<file path="src/rtl/fpu_pkg.sv">
// Shared types and constants for the FPU issue/sequencing logic.
package fpu_pkg;

  typedef enum logic [2:0] {
    IDLE  = 3'd0,
    START = 3'd1,
    WAIT  = 3'd2,
    WB    = 3'd3,
    DRAIN = 3'd4
  } fpu_ctrl_state_e;

  localparam logic [3:0] FPU_OP_NOP    = 4'h0;
  localparam logic [3:0] FPU_OP_FADD   = 4'h1;
  localparam logic [3:0] FPU_OP_FSUB   = 4'h2;
  localparam logic [3:0] FPU_OP_FMUL   = 4'h3;
  localparam logic [3:0] FPU_OP_FDIV   = 4'h4;
  localparam logic [3:0] FPU_OP_FSQRT  = 4'h5;
  localparam logic [3:0] FPU_OP_FMADD  = 4'h6;
  localparam logic [3:0] FPU_OP_FMSUB  = 4'h7;
  localparam logic [3:0] FPU_OP_FNMADD = 4'h8;
  localparam logic [3:0] FPU_OP_FNMSUB = 4'h9;
  localparam logic [3:0] FPU_OP_FMIN   = 4'hA;
  localparam logic [3:0] FPU_OP_FMAX   = 4'hB;
  localparam logic [3:0] FPU_OP_FCVT   = 4'hC;
  localparam logic [3:0] FPU_OP_FCMP   = 4'hD;
  localparam logic [3:0] FPU_OP_FSGNJ  = 4'hE;

  localparam logic [2:0] RM_RNE = 3'b000;
  localparam logic [2:0] RM_RTZ = 3'b001;
  localparam logic [2:0] RM_RDN = 3'b010;
  localparam logic [2:0] RM_RUP = 3'b011;
  localparam logic [2:0] RM_RMM = 3'b100;
  localparam logic [2:0] RM_DYN = 3'b111;

endpackage

</file>
<file path="src/rtl/fpu_timeout_cnt.sv">
// Clear/enable cycle counter with a terminal-count flag at TIMEOUT_CYCLES-1.
module fpu_timeout_cnt #(
  parameter int CNT_W          = 8,
  parameter int TIMEOUT_CYCLES = 64
) (
  input  logic clk,
  input  logic rst_n,
  input  logic clr_i,
  input  logic en_i,
  output logic tc_o
);

  logic [CNT_W-1:0] cnt_q;
  logic [CNT_W-1:0] cnt_d;

  assign tc_o = (cnt_q == CNT_W'(TIMEOUT_CYCLES - 1));

  // Saturates at terminal count so a stuck enable can never wrap back to zero.
  always_comb begin
    cnt_d = cnt_q;
    if (clr_i) begin
      cnt_d = '0;
    end else if (en_i && !tc_o) begin
      cnt_d = cnt_q + CNT_W'(1);
    end
  end

  always_ff @(posedge clk or negedge rst_n) begin
    if (!rst_n) begin
      cnt_q <= '0;
    end else begin
      cnt_q <= cnt_d;
    end
  end

endmodule

</file>
<file path="src/rtl/fpu_issue_ctrl.sv">
// Issues one FP instruction to the FPU, stalls the pipeline while it runs and
// returns a single registered writeback beat; handles flush and FPU timeout.
module fpu_issue_ctrl
  import fpu_pkg::*;
#(
  parameter int TIMEOUT_CYCLES = 64,
  parameter int CNT_W          = 8
) (
  input  logic        clk,
  input  logic        rst_n,
  input  logic        issue_valid_i,
  input  logic [3:0]  issue_op_i,
  input  logic [31:0] issue_rs1_i,
  input  logic [31:0] issue_rs2_i,
  input  logic [31:0] issue_rs3_i,
  input  logic [4:0]  issue_rd_i,
  input  logic        issue_fp_we_i,
  input  logic        flush_i,
  output logic        fpu_start_o,
  output logic [3:0]  fpu_op_o,
  output logic [31:0] fpu_inp1_o,
  output logic [31:0] fpu_inp2_o,
  output logic [31:0] fpu_inp3_o,
  output logic        fpu_fp_we_o,
  input  logic        fpu_busy_i,
  input  logic        fpu_done_i,
  input  logic [31:0] fpu_result_i,
  output logic        stall_o,
  output logic        wb_valid_o,
  output logic [4:0]  wb_rd_o,
  output logic [31:0] wb_data_o,
  output logic        wb_fp_we_o,
  output logic        timeout_err_o
);

  fpu_ctrl_state_e state_q, state_d;
  logic [3:0]  op_q, op_d;
  logic [31:0] rs1_q, rs1_d;
  logic [31:0] rs2_q, rs2_d;
  logic [31:0] rs3_q, rs3_d;
  logic [4:0]  rd_q, rd_d;
  logic        fp_we_q, fp_we_d;
  logic [31:0] wb_data_q, wb_data_d;

  logic cnt_clr;
  logic cnt_en;
  logic cnt_tc;
  logic stall;
  logic start;
  logic timeout_err;

  // BusyF carries no sequencing information for this controller.
  logic unused_busy;
  assign unused_busy = fpu_busy_i;

  fpu_timeout_cnt #(
    .CNT_W          (CNT_W),
    .TIMEOUT_CYCLES (TIMEOUT_CYCLES)
  ) u_timeout_cnt (
    .clk   (clk),
    .rst_n (rst_n),
    .clr_i (cnt_clr),
    .en_i  (cnt_en),
    .tc_o  (cnt_tc)
  );

  always_comb begin
    state_d     = state_q;
    op_d        = op_q;
    rs1_d       = rs1_q;
    rs2_d       = rs2_q;
    rs3_d       = rs3_q;
    rd_d        = rd_q;
    fp_we_d     = fp_we_q;
    wb_data_d   = wb_data_q;
    stall       = 1'b0;
    start       = 1'b0;
    timeout_err = 1'b0;
    cnt_clr     = 1'b0;
    cnt_en      = 1'b0;

    unique case (state_q)
      IDLE: begin
        if (issue_valid_i && !flush_i) begin
          op_d    = issue_op_i;
          rs1_d   = issue_rs1_i;
          rs2_d   = issue_rs2_i;
          rs3_d   = issue_rs3_i;
          rd_d    = issue_rd_i;
          fp_we_d = issue_fp_we_i;
          stall   = 1'b1;
          state_d = START;
        end
      end
      START: begin
        // The start pulse goes out even on flush: the FPU is already committed.
        start   = 1'b1;
        stall   = 1'b1;
        cnt_clr = 1'b1;
        state_d = flush_i ? DRAIN : WAIT;
      end
      WAIT: begin
        stall  = 1'b1;
        cnt_en = 1'b1;
        if (flush_i) begin
          if (fpu_done_i) begin
            state_d = IDLE;
          end else begin
            cnt_clr = 1'b1;
            state_d = DRAIN;
          end
        end else if (fpu_done_i) begin
          wb_data_d = fpu_result_i;
          state_d   = WB;
        end else if (cnt_tc) begin
          timeout_err = 1'b1;
          cnt_clr     = 1'b1;
          state_d     = DRAIN;
        end
      end
      WB: begin
        state_d = IDLE;
      end
      DRAIN: begin
        // Only a new FP issue is held back while the abandoned op drains.
        stall  = issue_valid_i;
        cnt_en = 1'b1;
        if (fpu_done_i || cnt_tc) begin
          state_d = IDLE;
        end
      end
      default: begin
        state_d = IDLE;
      end
    endcase
  end

  always_ff @(posedge clk or negedge rst_n) begin
    if (!rst_n) begin
      state_q   <= IDLE;
      op_q      <= '0;
      rs1_q     <= '0;
      rs2_q     <= '0;
      rs3_q     <= '0;
      rd_q      <= '0;
      fp_we_q   <= 1'b0;
      wb_data_q <= '0;
    end else begin
      state_q   <= state_d;
      op_q      <= op_d;
      rs1_q     <= rs1_d;
      rs2_q     <= rs2_d;
      rs3_q     <= rs3_d;
      rd_q      <= rd_d;
      fp_we_q   <= fp_we_d;
      wb_data_q <= wb_data_d;
    end
  end

  assign fpu_start_o   = start;
  assign fpu_op_o      = op_q;
  assign fpu_inp1_o    = rs1_q;
  assign fpu_inp2_o    = rs2_q;
  assign fpu_inp3_o    = rs3_q;
  assign fpu_fp_we_o   = fp_we_q;
  assign stall_o       = stall;
  assign wb_valid_o    = (state_q == WB);
  assign wb_rd_o       = rd_q;
  assign wb_data_o     = wb_data_q;
  assign wb_fp_we_o    = (state_q == WB) & fp_we_q;
  assign timeout_err_o = timeout_err;

endmodule

</file>
<file path="config.mk">
export PLATFORM = sky130hd
export DESIGN_NAME = fpu_issue_ctrl
export DESIGN_NICKNAME = d
export VERILOG_FILES = /design/src/rtl/fpu_pkg.sv /design/src/rtl/fpu_timeout_cnt.sv /design/src/rtl/fpu_issue_ctrl.sv
export SDC_FILE = /design/constraint.sdc
export NUM_CORES = 1
export LEC_CHECK = 0
export BUFFER_PORTS_ARGS = -buffer_cell sky130_fd_sc_hd__buf_2
export CAP_MARGIN = 5
export CORE_MARGIN = 4
export CORE_UTILIZATION = 48
export CTS_BUF_LIST = sky130_fd_sc_hd__clkbuf_8
export CTS_CLUSTER_DIAMETER = 200
export CTS_CLUSTER_SIZE = 8
export DETAILED_ROUTE_END_ITERATION = 16
export GPL_TIMING_DRIVEN = 0
export HOLD_SLACK_MARGIN = 0.05
export PLACE_DENSITY = 0.83
export SYNTH_ARGS = -nofsm -noshare
export SYNTH_HDL_FRONTEND = slang
export SYNTH_HIERARCHICAL = 1
export SYNTH_SLANG_ARGS = --single-unit
export TNS_END_PERCENT = 30
</file>
<file path="constraint.sdc">
create_clock -name clk -period 3.08 [get_ports clk]
set_clock_uncertainty 0.2 [all_clocks]
set_input_delay 0.462 -clock clk [delete_from_list [all_inputs] [get_ports clk]]
set_output_delay 0.462 -clock clk [all_outputs]
set_load 0.1 [all_outputs]
</file>
### After elaboration in Yosys (flattened, before gate mapping)

Cells that the tools add are included.
W data, S select, Z words.

| storage, ports and cells | value |
|---|---|
| register bits | 149 |
| output and inout port bits | 143 |
| word-level logic and storage cells | 53 |
| input port bits | 144 |

| operators by class | value |
|---|---|
| reductions and logical operators | 12 |
| mux-type cells | 21 |
| add/subtract/negate cells | 1 |
| equal/unequal tests | 8 |
| bitwise gates (word level) | 2 |

Operator list:

| cell | count |
|---|---|
| $mux W3 | 7 |
| $mux W8 | 2 |
| $pmux W3 S4 | 1 |
| $mux W1 | 9 |
| $add A8 B1 Y8 const B | 1 |
| $eq A8 B6 Y1 const B | 1 |
| $eq A3 B2 Y1 const B | 2 |
| $reduce_and A3 Y1 | 2 |
| $ne A2 B2 Y1 const B | 2 |
| $ne A4 B4 Y1 const B | 1 |
| $reduce_or A2 Y1 | 2 |
| $eq A3 B1 Y1 const B | 1 |
| $eq A3 B3 Y1 const B | 1 |
| $logic_not A3 Y1 | 1 |
| $pmux W1 S3 | 1 |
| $logic_and A1 B1 Y1 | 2 |
| $logic_not A1 Y1 | 2 |
| $pmux W1 S2 | 1 |
| $reduce_and A2 Y1 | 1 |
| $reduce_bool A2 Y1 | 1 |
| $and A1 B1 Y1 | 1 |
| $logic_or A1 B1 Y1 | 1 |
| $not A1 Y1 | 1 |

### Depth between registers and ports, before layout

| logic depth | value |
|---|---|
| depth in word-level cells | 6 |
| mapped depth | 8 |
| mapped depth without buffers | 7 |

### Modules after synthesis

Netlist, hierarchy kept.

Modules (own cells, without submodules):

| module | times used | cells each | area each (um^2) | seq. area each (um^2) |
|---|---|---|---|---|
| fpu_issue_ctrl | 1 | 324 | 5,485.3 | 3,528.4 |
| fpu_timeout_cnt | 1 | 45 | 476.7 | 200.2 |

### Least setup slack after synthesis

No wires, ideal clock.

| timing path | value |
|---|---|
| path kind | reg-to-output |
| start | register state_q[2] |
| end | output port wb_fp_we_o |
| arrival | 3,805 ps |
| required time | 2,418 ps |
| slack | -1,387 ps |
| path buffers | 1 |
| cell stages (with the launch flop) | 4 |
| cells stage by stage | dfrtp_1 -> clkbuf_1 -> nor3b_1 -> and2_1 |

| on the way | value |
|---|---|
| cells in the longest elaborated chain, start to end | 2 |

Ends and longest elaborated chain:

| item | RTL line | text |
|---|---|---|
| from (decl) | fpu_issue_ctrl.sv:36 | `fpu_ctrl_state_e state_q, state_d;` |
| from (signal assigned) | fpu_issue_ctrl.sv:149 | `state_q <= state_d;` |
| $eq A3 B2 Y1 | -- |  |
| net wb_valid_o | fpu_issue_ctrl.sv:29 | `output logic wb_valid_o,` |
| $and A1 B1 Y1 | fpu_issue_ctrl.sv:170 | `assign wb_fp_we_o = (state_q == WB) & fp_we_q;` |
| to (decl) | fpu_issue_ctrl.sv:32 | `output logic wb_fp_we_o,` |

The timed path passes the listed nets, and every way through them passes these cells.

### Worst setup path after layout

| timing path | value |
|---|---|
| start | register state_q[2] |
| end | output port stall_o |

| on the way | value |
|---|---|
| cells in the longest elaborated chain, start to end | 3 |
| elaborated cells on any way between the ends | 6 |
| those cells by class | eq/ne (3); mux (1); reduce/logical (2) |

Ends and longest elaborated chain:

| item | RTL line | text |
|---|---|---|
| $eq A3 B2 Y1 or $eq A3 B1 Y1 (tied branches) | fpu_issue_ctrl.sv:82 | `unique case (state_q)` |
| $reduce_or A2 Y1 (no line) | -- |  |
| $pmux W1 S3 * | fpu_issue_ctrl.sv:82 |  |
| to (decl) | fpu_issue_ctrl.sv:28 | `output logic stall_o,` |

Mark *: on every way between the ends. The rest lies on a longest branch, timed or not.

==> results_dict.tcl <==
set metrics [dict create \
    clk_latency_ns 0.44 \
    rr_startpoint "u_timeout_cnt/cnt_q[0]" \
    drtIter0Drc 283 \
    whs_path_depth 3 \
    dpl.hpwl_um 11500 \
    synth.distinct_cells 41 \
    synth-main-ff-cell "dfrtp_1" \
    io-pin-count 287 \
    grt_overflow 0 \
    drc 0 \
    reg2reg_setup_slack_ns 0.53 \
    clock-sinks 149 \
    clockBufferDepth 2 \
    fin_tns_setup_ns 0 \
    nets 958 \
    drt_pre_antenna_iters 4 \
    r2r-end "u_timeout_cnt/cnt_q[6]" \
    rsz0062_at_grt "no" \
    drv_slew 0 \
    worstSetupPathType "reg -> out" \
    vias 5009 \
    gp_congestion 0.864 \
    outcome "complete, no violations" \
    synth_warnings 6 \
    antenna_found_initial 1 \
    report.final.hold_viol_count 0 \
    hp-start "flush_i" \
    start_util 0.494 \
    die_h_um 119 \
    grt_pass1_wl_um 30600 \
    fin_crit_sh 0.933 \
    core-area_mm2 0.0121 \
    syn_nets 514 \
    htreeDepth 4 \
    cts_root_buffer "clkbuf_8" \
    die-area_mm2 0.0143 \
    synth_async_sr_flop_share 1.00 \
    area_growth_pct 58.9 \
    critPathCaptureType "primary output" \
    drv_cap 0 \
    routed_wl_um 19800 \
    drive_above_1_share 0.587 \
    synth_edf_count 0 \
    grt_pass1_vias 5727 \
    ant_nets 0 \
    ys_seq_elements 149 \
    synth_cells 369 \
    r2r_cells 8 \
    worst-endpoint-required_ns 2.42 \
    seq_area_frac_synth 0.625 \
    hold_end "state_q[1]" \
    fmax_mhz 348 \
    cts_inserted_buffers 17 \
    vias_per_cell 5.03 \
    min_period_ns 2.87 \
    setup_viol 0 \
    synth_area_mm2 0.00596 \
    avgSynthCellArea_um2 16.2 \
    cts_tree "yes" \
    portBuffers 285 \
    hp-class "in -> reg" \
    arrival_ns 2.21 \
    grt_usage 0.278 \
    wl_per_cell_um 19.8 \
    cp-start-kind "register" \
    path_clk_slew_ns 0.08 \
    worst-path-max-fanout 10 \
    std_cell_rows 40 \
    maxSlewHeadroom 0.648 \
    tightest_slew_ns 0.529 \
    grt_max_degree 109 \
    die_width_um 119 \
]
## per-layer routing
layer | global-route usage | share of wire | vias up
li1 | - | - | 2196
met1 | 0.281 | 0.34 | 2496
met2 | 0.529 | 0.56 | 249
met3 | 0.0708 | 0.054 | 68
met4 | 0.130 | 0.041 | 0
met5 | 0 | 0 | -
## stage by stage
step	std cells	area, um2	hold slack [ns]	worst slack, ns	util
after global placement	822	7610	0.282	-0.592	0.631
after floorplan	369	5970	-0.0336	-0.647	-
final	996	9470	0.169	0.207	0.785
after detailed placement	823	7640	0.199	0.589	0.634
after CTS	989	9410	0.0508	0.154	0.780
after global routing	995	9470	0.150	0.0335	0.785
## worst max path at each step
stage / end / from / slack [ns]
4_1_cts: timeout_err_o / u_timeout_cnt/cnt_q[0] / 0.15
6_report: stall_o / state_q[2] / 0.21
5_1_grt: timeout_err_o / u_timeout_cnt/cnt_q[1] / 0.03
3_3_place_gp: fpu_inp3_o[27] / rst_n / -0.59
2_1_floorplan: timeout_err_o / u_timeout_cnt/cnt_q[0] / -0.65
3_5_place_dp: u_timeout_cnt/cnt_q[6] / u_timeout_cnt/cnt_q[0] / 0.59
## layout by cell type, fill, tap and decap left out, types with 3 or more instances in the layout
cell           netlist  final
a21oi_1              6      6
buf_2                8    291
buf_6                5      6
bufinv_16            0      3
clkbuf_8             0     20
clkinv_2             0      4
clkinv_4             0      4
dfrtp_1            149    149
dlygate4sd3_1        0    139
inv_1                4      4
mux2_2             109    109
mux2_4              31     31
nand2_1              5      5
nand2b_1             3      3
nor2_1               6      6
nor3_1               3      3
o21ai_0              4      4
## registers in the layout, summed over array words and instances, names as in the netlist
| name | flops |
|---|---|
| fpu_inp3_o | 32 |
| state_q | 3 |
| fpu_fp_we_o | 1 |
| fpu_op_o | 4 |
| fpu_inp2_o | 32 |
| wb_rd_o | 5 |
| wb_data_o | 32 |
| u_timeout_cnt/cnt_q | 8 |
| fpu_inp1_o | 32 |
## critical path: stages, from the launching register on
cell      delay (ns)
dfrtp_1         0.37
clkbuf_1        0.40
nand2b_1        0.20
nor2_1          0.06
o32ai_2         0.26
buf_2           0.47
## timing repair
action / CTS / global route
hold endpoints to repair: 174 / 5
setup endpoints to repair: 0 / 1
resized for setup: 0 / 1
hold buffers: 134 / 5
setup buffers: 0 / 0
## cell usage after synthesis (all sizes together) (2+ instances only)
master	instances	area share
nand2	5	0.0031
mux2	140	0.28
inv	4	0.0025
dfrtp	149	0.63
nand4	2	0.0031
a21boi	2	0.0031
clkbuf	2	0.0013
and2	2	0.0021
buf	15	0.019
nand3	3	0.0042
nor3	3	0.0025
o21ai	4	0.0034
nand2b	3	0.0031
nor2	8	0.0067
a21oi	6	0.0050
nor2b	2	0.0021
nor3b	3	0.0038
## cell families after synthesis
kind of cell | synth area share
simple gates | 0.0418
compound gates | 0.0212
mux | 0.286
xor+xnor | 0.00147
flops | 0.625
fa+ha+maj | 0.00210
buf+inv | 0.0225
## final cells by class
type | instances | area [um2]
inverters | 4 | 15.0
repair buffers | 425 | 2850
clock buffers | 20 | 275
flip-flops and latches | 149 | 3730
fillers | 664 | 2590
well taps | 168 | 210
diodes | 2 | 5.00
plain buffers | 17 | 119
clock inverters | 12 | 153
multi-input cells | 199 | 2110
Power is left out: the tool's default activity adds up to more than one toggle a clock period on the data nets, which glitch-free logic cannot reach.
